### config.mk
export PLATFORM = sky130hd
export DESIGN_NAME = seg_scan_ctrl_flat
export DESIGN_NICKNAME = d
export VERILOG_FILES = /design/src/rtl/seg_pkg.sv /design/src/rtl/seg_scan_ctrl_if.sv /design/src/rtl/seg_prescaler.sv /design/src/rtl/seg_scan_ctrl.sv /design/src/flat_wrapper.sv
export SDC_FILE = /design/constraint.sdc
export NUM_CORES = 1
export LEC_CHECK = 0
export ABC_AREA = 0
export CORE_ASPECT_RATIO = 1.2
export CORE_MARGIN = 2
export CORE_UTILIZATION = 41
export CTS_BUF_LIST = sky130_fd_sc_hd__clkbuf_8
export CTS_CLUSTER_DIAMETER = 50
export DETAILED_ROUTE_END_ITERATION = 10
export HOLD_SLACK_MARGIN = 0.1
export PLACE_DENSITY_LB_ADDON = 0.2
export SLEW_MARGIN = 10
export SYNTH_ARGS = -nofsm -noshare
export SYNTH_HDL_FRONTEND = slang
export SYNTH_SLANG_ARGS = --single-unit
### constraint.sdc
create_clock -name clk -period 2.6 [get_ports clk]
set_input_delay 0.52 -clock clk [delete_from_list [all_inputs] [get_ports clk]]
set_output_delay 0.52 -clock clk [all_outputs]
set_load 0.05 [all_outputs]
### src/rtl/seg_pkg.sv
// Shared types and helpers for the seven-segment scan controller.
// Contents:
//   N_DIGITS     - number of display digits (4 on the Basys3)
//   digit_idx_t  - digit select / scan counter type
//   nibble_t     - one hex digit
//   disp_val_t   - full four-digit display value
//   lz_hidden()  - leading-zero suppression test for one digit
package seg_pkg;

  localparam int N_DIGITS = 4;

  typedef logic [1:0]  digit_idx_t;
  typedef logic [3:0]  nibble_t;
  typedef logic [15:0] disp_val_t;

  // A digit k > 0 is hidden when it and every digit to its left are zero
  // and its own decimal point is off. Digit 0 is always shown, so an
  // all-zero value still displays a single "0".
  function automatic logic lz_hidden(disp_val_t v, logic [N_DIGITS-1:0] dpv,
                                     digit_idx_t k);
    logic upper_zero;
    upper_zero = 1'b1;
    for (int i = 0; i < N_DIGITS; i++) begin
      if ((i >= int'(k)) && (v[4*i +: 4] != 4'h0)) begin
        upper_zero = 1'b0;
      end
    end
    return (k != 2'd0) && upper_zero && !dpv[k];
  endfunction

endpackage

### src/rtl/seg_scan_ctrl_if.sv
// Bus between the display producer and the scan controller.
// Producer side : load (1-cycle capture strobe), value (4 hex nibbles),
//                 dp_in (per-digit decimal points).
// Display side  : counter (digit index for the anode controller), nibble,
//                 dp, blank (to the cathode decoder), frame_start, pending.
// master = producer / observer, slave = scan controller.
interface seg_scan_ctrl_if;
  import seg_pkg::*;

  logic                load;
  disp_val_t           value;
  logic [N_DIGITS-1:0] dp_in;
  digit_idx_t          counter;
  nibble_t             nibble;
  logic                dp;
  logic                blank;
  logic                frame_start;
  logic                pending;

  modport master (
    output load, value, dp_in,
    input  counter, nibble, dp, blank, frame_start, pending
  );

  modport slave (
    input  load, value, dp_in,
    output counter, nibble, dp, blank, frame_start, pending
  );

endinterface

### src/rtl/seg_prescaler.sv
// Digit-slot prescaler: counts 0..DIV-1 and wraps.
// Ports:
//   clk          - system clock
//   rst_n        - synchronous reset, active-low
//   tick_o       - high in the last cycle of each slot (count == DIV-1)
//   presc_next_o - value the count takes after the coming edge; lets the
//                  owner register flags that line up with the count itself
module seg_prescaler #(
  parameter int DIV = 100000,
  localparam int PW = (DIV > 1) ? $clog2(DIV) : 1
) (
  input  logic          clk,
  input  logic          rst_n,
  output logic          tick_o,
  output logic [PW-1:0] presc_next_o
);

  localparam logic [PW-1:0] LAST = PW'(DIV - 1);

  logic [PW-1:0] count_q;
  logic [PW-1:0] count_d;

  always_comb begin
    tick_o  = (count_q == LAST);
    count_d = tick_o ? '0 : count_q + 1'b1;
  end

  always_ff @(posedge clk) begin
    if (!rst_n) begin
      count_q <= '0;
    end else begin
      count_q <= count_d;
    end
  end

  assign presc_next_o = count_d;

endmodule

### src/rtl/seg_scan_ctrl.sv
// Time-multiplexing scanner for a 4-digit seven-segment display.
// Steps a 2-bit digit index once per REFRESH_DIV cycles and presents the
// matching nibble, decimal point and blank flag, all registered so they
// describe the same digit as counter in the same cycle. Loaded values sit
// in a shadow buffer and are committed to the displayed (active) buffer
// only at the 3 -> 0 wrap, so a frame never shows a mix of two values.
// Ports:
//   clk   - system clock (100 MHz)
//   rst_n - synchronous reset, active-low
//   bus   - seg_scan_ctrl_if.slave: load/value/dp_in in;
//           counter/nibble/dp/blank/frame_start/pending out
module seg_scan_ctrl
  import seg_pkg::*;
#(
  parameter int REFRESH_DIV  = 100000,
  parameter int BLANK_CYCLES = 1000,
  parameter bit LZ_BLANK     = 1'b1
) (
  input  logic            clk,
  input  logic            rst_n,
  seg_scan_ctrl_if.slave  bus
);

  localparam int PW = (REFRESH_DIV > 1) ? $clog2(REFRESH_DIV) : 1;
  localparam logic [PW-1:0] BLANK_LIM = PW'(BLANK_CYCLES);

  logic          tick;
  logic [PW-1:0] presc_d;

  seg_prescaler #(
    .DIV (REFRESH_DIV)
  ) u_presc (
    .clk          (clk),
    .rst_n        (rst_n),
    .tick_o       (tick),
    .presc_next_o (presc_d)
  );

  digit_idx_t          counter_q, counter_d;
  disp_val_t           shadow_val_q, shadow_val_d;
  logic [N_DIGITS-1:0] shadow_dp_q, shadow_dp_d;
  disp_val_t           active_val_q, active_val_d;
  logic [N_DIGITS-1:0] active_dp_q, active_dp_d;
  logic                pending_q, pending_d;
  nibble_t             nibble_q, nibble_d;
  logic                dp_q, dp_d;
  logic                blank_q, blank_d;
  logic                frame_start_q, frame_start_d;
  logic                commit;

  always_comb begin
    commit    = tick && (counter_q == 2'd3);
    counter_d = tick ? counter_q + 2'd1 : counter_q;

    shadow_val_d = shadow_val_q;
    shadow_dp_d  = shadow_dp_q;
    if (bus.load) begin
      shadow_val_d = bus.value;
      shadow_dp_d  = bus.dp_in;
    end

    // A load landing on the commit edge bypasses the shadow so it is
    // visible in digit 0 of the very next frame without a pending phase.
    active_val_d = active_val_q;
    active_dp_d  = active_dp_q;
    if (commit) begin
      if (bus.load) begin
        active_val_d = bus.value;
        active_dp_d  = bus.dp_in;
      end else if (pending_q) begin
        active_val_d = shadow_val_q;
        active_dp_d  = shadow_dp_q;
      end
    end

    if (commit) begin
      pending_d = 1'b0;
    end else if (bus.load) begin
      pending_d = 1'b1;
    end else begin
      pending_d = pending_q;
    end

    // Outputs are computed from next-state values so, once registered,
    // they match counter and the prescaler count of the same cycle.
    nibble_d      = active_val_d[{counter_d, 2'b00} +: 4];
    dp_d          = active_dp_d[counter_d];
    blank_d       = (presc_d < BLANK_LIM) ||
                    (LZ_BLANK && lz_hidden(active_val_d, active_dp_d, counter_d));
    frame_start_d = commit;
  end

  always_ff @(posedge clk) begin
    if (!rst_n) begin
      counter_q     <= '0;
      shadow_val_q  <= '0;
      shadow_dp_q   <= '0;
      active_val_q  <= '0;
      active_dp_q   <= '0;
      pending_q     <= 1'b0;
      nibble_q      <= '0;
      dp_q          <= 1'b0;
      blank_q       <= 1'b1;
      frame_start_q <= 1'b0;
    end else begin
      counter_q     <= counter_d;
      shadow_val_q  <= shadow_val_d;
      shadow_dp_q   <= shadow_dp_d;
      active_val_q  <= active_val_d;
      active_dp_q   <= active_dp_d;
      pending_q     <= pending_d;
      nibble_q      <= nibble_d;
      dp_q          <= dp_d;
      blank_q       <= blank_d;
      frame_start_q <= frame_start_d;
    end
  end

  assign bus.counter     = counter_q;
  assign bus.nibble      = nibble_q;
  assign bus.dp          = dp_q;
  assign bus.blank       = blank_q;
  assign bus.frame_start = frame_start_q;
  assign bus.pending     = pending_q;

endmodule

### src/flat_wrapper.sv
// flat-port wrapper written by rule: the top's interface ports become plain ports
module seg_scan_ctrl_flat import seg_pkg::*;
#(
  parameter int REFRESH_DIV  = 100000,
  parameter int BLANK_CYCLES = 1000,
  parameter bit LZ_BLANK     = 1'b1
)
  (clk, rst_n, bus_load, bus_value, bus_dp_in, bus_counter, bus_nibble, bus_dp, bus_blank, bus_frame_start, bus_pending);
  seg_scan_ctrl_if bus_i ();
  input  logic clk;
  input  logic rst_n;
  input wire logic [$bits(bus_i.load)-1:0] bus_load;
  input wire logic [$bits(bus_i.value)-1:0] bus_value;
  input wire logic [$bits(bus_i.dp_in)-1:0] bus_dp_in;
  output wire logic [$bits(bus_i.counter)-1:0] bus_counter;
  output wire logic [$bits(bus_i.nibble)-1:0] bus_nibble;
  output wire logic [$bits(bus_i.dp)-1:0] bus_dp;
  output wire logic [$bits(bus_i.blank)-1:0] bus_blank;
  output wire logic [$bits(bus_i.frame_start)-1:0] bus_frame_start;
  output wire logic [$bits(bus_i.pending)-1:0] bus_pending;
  assign bus_i.load = bus_load;
  assign bus_i.value = bus_value;
  assign bus_i.dp_in = bus_dp_in;
  assign bus_counter = bus_i.counter;
  assign bus_nibble = bus_i.nibble;
  assign bus_dp = bus_i.dp;
  assign bus_blank = bus_i.blank;
  assign bus_frame_start = bus_i.frame_start;
  assign bus_pending = bus_i.pending;
  seg_scan_ctrl #(.REFRESH_DIV(REFRESH_DIV), .BLANK_CYCLES(BLANK_CYCLES), .LZ_BLANK(LZ_BLANK)) u_core (.clk(clk), .rst_n(rst_n), .bus(bus_i));
endmodule
==> out/metrics.cfg <==
[clock_network]
htree_levels=3
hold_buffers=0
clkTransAtPathRegs_ns=0.08
cts_buffers=9
clock_sinks=67
clockBufferDepth=2
clkLatencyLatePin_ns=0.35
cts_tree=yes
cts-root-buf=clkbuf_8

[layout]
final_nets=460
diodes=0
final_cell_area_um2=4280
layout_commonest_cell=dfxtp_1
drive_above_1_share_pct=19.6
final_cell_mix=66 x dfxtp_1, 40 x nor2_1, 39 x buf_4
n_fill_cell=761
syn_to_final_growth_pct=28.6

[synthesis]
synth_nets=400
synthTopCellsByArea=dfxtp_1 40%, mux2i_1 7.5%, o22ai_1 5.6%, and2_1 4.7%, nor2_1 4.5%
ys.warnings.count=0
async_flop_share_pct=0
synth_seq_cells=67
synth_top_cell_area_share_pct=40.3
ys.flop_type=dfxtp_1
syn-cell-area_um2=3330
synth_top_cell_by_area=dfxtp_1
synth_cell_type_count=54
synth_cells=375
synth_edf_count=0
avgSynthCellArea_um2=8.88
ys_seq_area_share_pct=40.3

[sta]
finalSetupViolCount=0
max_freq_mhz=393
hold_viol_final=0
finalMaxSlewViolations=0
slew_headroom_pct=63.5
rsz0062_at_grt=true
finClkSkew_ns=0.00844
fin_crit_ns=2.55
period_share_pct=97.9
worst_pin_slew_ns=0.547

[critical_path]
worstReg2RegStart=u_core.u_presc.count_q[13]
cp-end-kind=flip-flop
cp.arrival_ns=2.82
cp-endpoint=u_core.bus.blank
critical_path_class=reg -> reg
reg2regPathDepth=9
worstPathRequired_ns=2.87
critical_path_peak_fanout=5
rrSetupSlack_ns=0.05
critPathLaunchType=flip-flop
crit_path_start=u_core.u_presc.count_q[13]
reg2reg_to=u_core.bus.blank

[power_and_ir_drop]
power.total_w=0.00200
power.density_nw_per_um2=466
vdd_drop_max_mv=0.254
leakage_nw=1.71

[global_route]
grt-ovfl-total=0
grt_pass1_vias=2986
grtUsageTotal_pct=20.4
grt_pass1_wl_mm=14.1
antenna_found_initial=0
grt_max_degree=31

[floorplanning]
num_rows=36
ios=33
die_h_um=103
chipWidth_um=86.3
coreArea_um2=8020
die-area_um2=8860
start_util_pct=41.5

[route]
drt_drc_violations_left=0
wl_per_cell_um=15.9
drt-pass1-iter-count=4
routed-via-count=2904
drt_iter0_drc=97
via_per_inst=5.44
routed_wl_mm=8.47
detail-route-antenna-nets=0

[job]
max_cap_viol_count=0

[place]
dp_hpwl_mm=5.85
io_buffer_count=32
placed_area_um2=3980
gp_congestion=0.931

[worst_hold_path]
hold_path_class=reg -> reg

[outcome]
outcome=completed

[layout make-up]
type | instances | area (um^2) | area share [%]
flip-flops and latches | 67 | 1340 | 31.3
multi-input cells | 277 | 1940 | 45.4
inverters | 4 | 15.0 | 0.350
well taps | 95 | 119 | 2.77
repair buffers | 76 | 697 | 16.3
clock inverters | 6 | 42.5 | 0.993
clock buffers | 9 | 124 | 2.89
[what timing repair did]
item | 4_1_cts | 5_1_grt
setup endpoints to repair | 1 | 4
buffers inserted | 5 | 0
resized for setup | 10 | 11
cloned | 0 | 0
pin swaps | 6 | 3
[critical path, cell delays in order (launching register included)]
cell     delay, ns
dfxtp_1       0.31
or4b_4        0.55
nor4_4        0.19
buf_4         0.18
nand3_4       0.11
o22ai_2       0.17
a21oi_2       0.09
or4_1         0.52
o21a_1        0.19
o31ai_2       0.17
[flip-flops by register name, summed over array words and instances, names as in the netlist]
signal,cells
u_core.shadow_dp_q,4
u_core.bus.counter,2
u_core.bus.frame_start,1
u_core.active_dp_q,4
u_core.bus.dp,1
u_core.bus.nibble,4
u_core.active_val_q,16
u_core.u_presc.count_q,17
u_core.shadow_val_q,16
u_core.bus.pending,1
u_core.bus.blank,1
[per-layer routing]
layer,routed length [um],global-route usage [%]
met5,0,0
met4,195,10.9
met3,292,4.24
met2,4220,35.1
met1,3760,23.8
[metrics by stage]
stage          utilization [%]  setup TNS (ns)  worst slack, ns  hold slack, ns  instances
2_1_floorplan                -         -0.0155          -0.0155           0.426        375
3_3_place_gp              49.7               0           0.0111           0.440        514
3_5_place_dp              49.7         -0.0364          -0.0364           0.454        514
4_1_cts                   52.8               0          0.00369           0.471        534
5_1_grt                   53.4         -0.0422          -0.0422           0.445        534
6_report                  53.4               0           0.0541           0.430        534
[how the worst min path moves through the flow]
stage / startpoint / to / slack (ns) / depth (start not counted)
after floorplan: u_core.u_presc.count_q[0] / u_core.u_presc.count_q[0] / 0.43 / 1
after global placement: u_core.u_presc.count_q[0] / u_core.u_presc.count_q[0] / 0.44 / 1
after detailed placement: u_core.u_presc.count_q[0] / u_core.u_presc.count_q[0] / 0.45 / 1
after CTS: u_core.u_presc.count_q[0] / u_core.u_presc.count_q[0] / 0.47 / 1
after global routing: u_core.u_presc.count_q[0] / u_core.u_presc.count_q[0] / 0.45 / 1
final: u_core.u_presc.count_q[0] / u_core.u_presc.count_q[0] / 0.43 / 1
[Yosys cell counts (2+ instances only)]
master	count
nand3b_1	2
inv_1	4
dfxtp_1	67
buf_2	3
nor4_4	2
xor2_1	6
nor2_1	40
xnor2_1	13
and4_1	2
nand4_1	3
a21oi_1	22
and3_1	4
clkbuf_1	19
ha_1	2
a31oi_1	4
nand2_1	13
o22a_1	2
nand4bb_1	2
nor2b_1	22
nand3_2	2
o22ai_1	30
nor3_1	5
nand4b_1	3
o21ai_0	6
nor4_1	2
and2_1	25
buf_4	2
mux2i_1	25
o21ai_1	3
mux2_1	2
o21a_1	3
o211a_1	3
buf_6	2
nand3_1	10
[cells by family after synthesis]
family                     count (synthesis)  share of synthesized area (%)
and+or+nand+nor                          146                           25.5
AOI/OAI and AO/OA                         82                           15.7
DFF                                       67                           40.3
buffers and inverters                     31                           4.32
muxes                                     28                           8.53
xor gates and xnor gates                  19                           5.00
adders and majority gates                  2                          0.751
[power by group]
group / leakage [nW] / switching [W] / total [W] / internal (W)
Combinational: 1.09 / 0.0000761 / 0.000161 / 0.0000850
Sequential: 0.545 / 0.0000190 / 0.00107 / 0.00105
Clock: 0.0815 / 0.000425 / 0.000766 / 0.000341
Note: power is estimated with default switching activity, not from simulation.
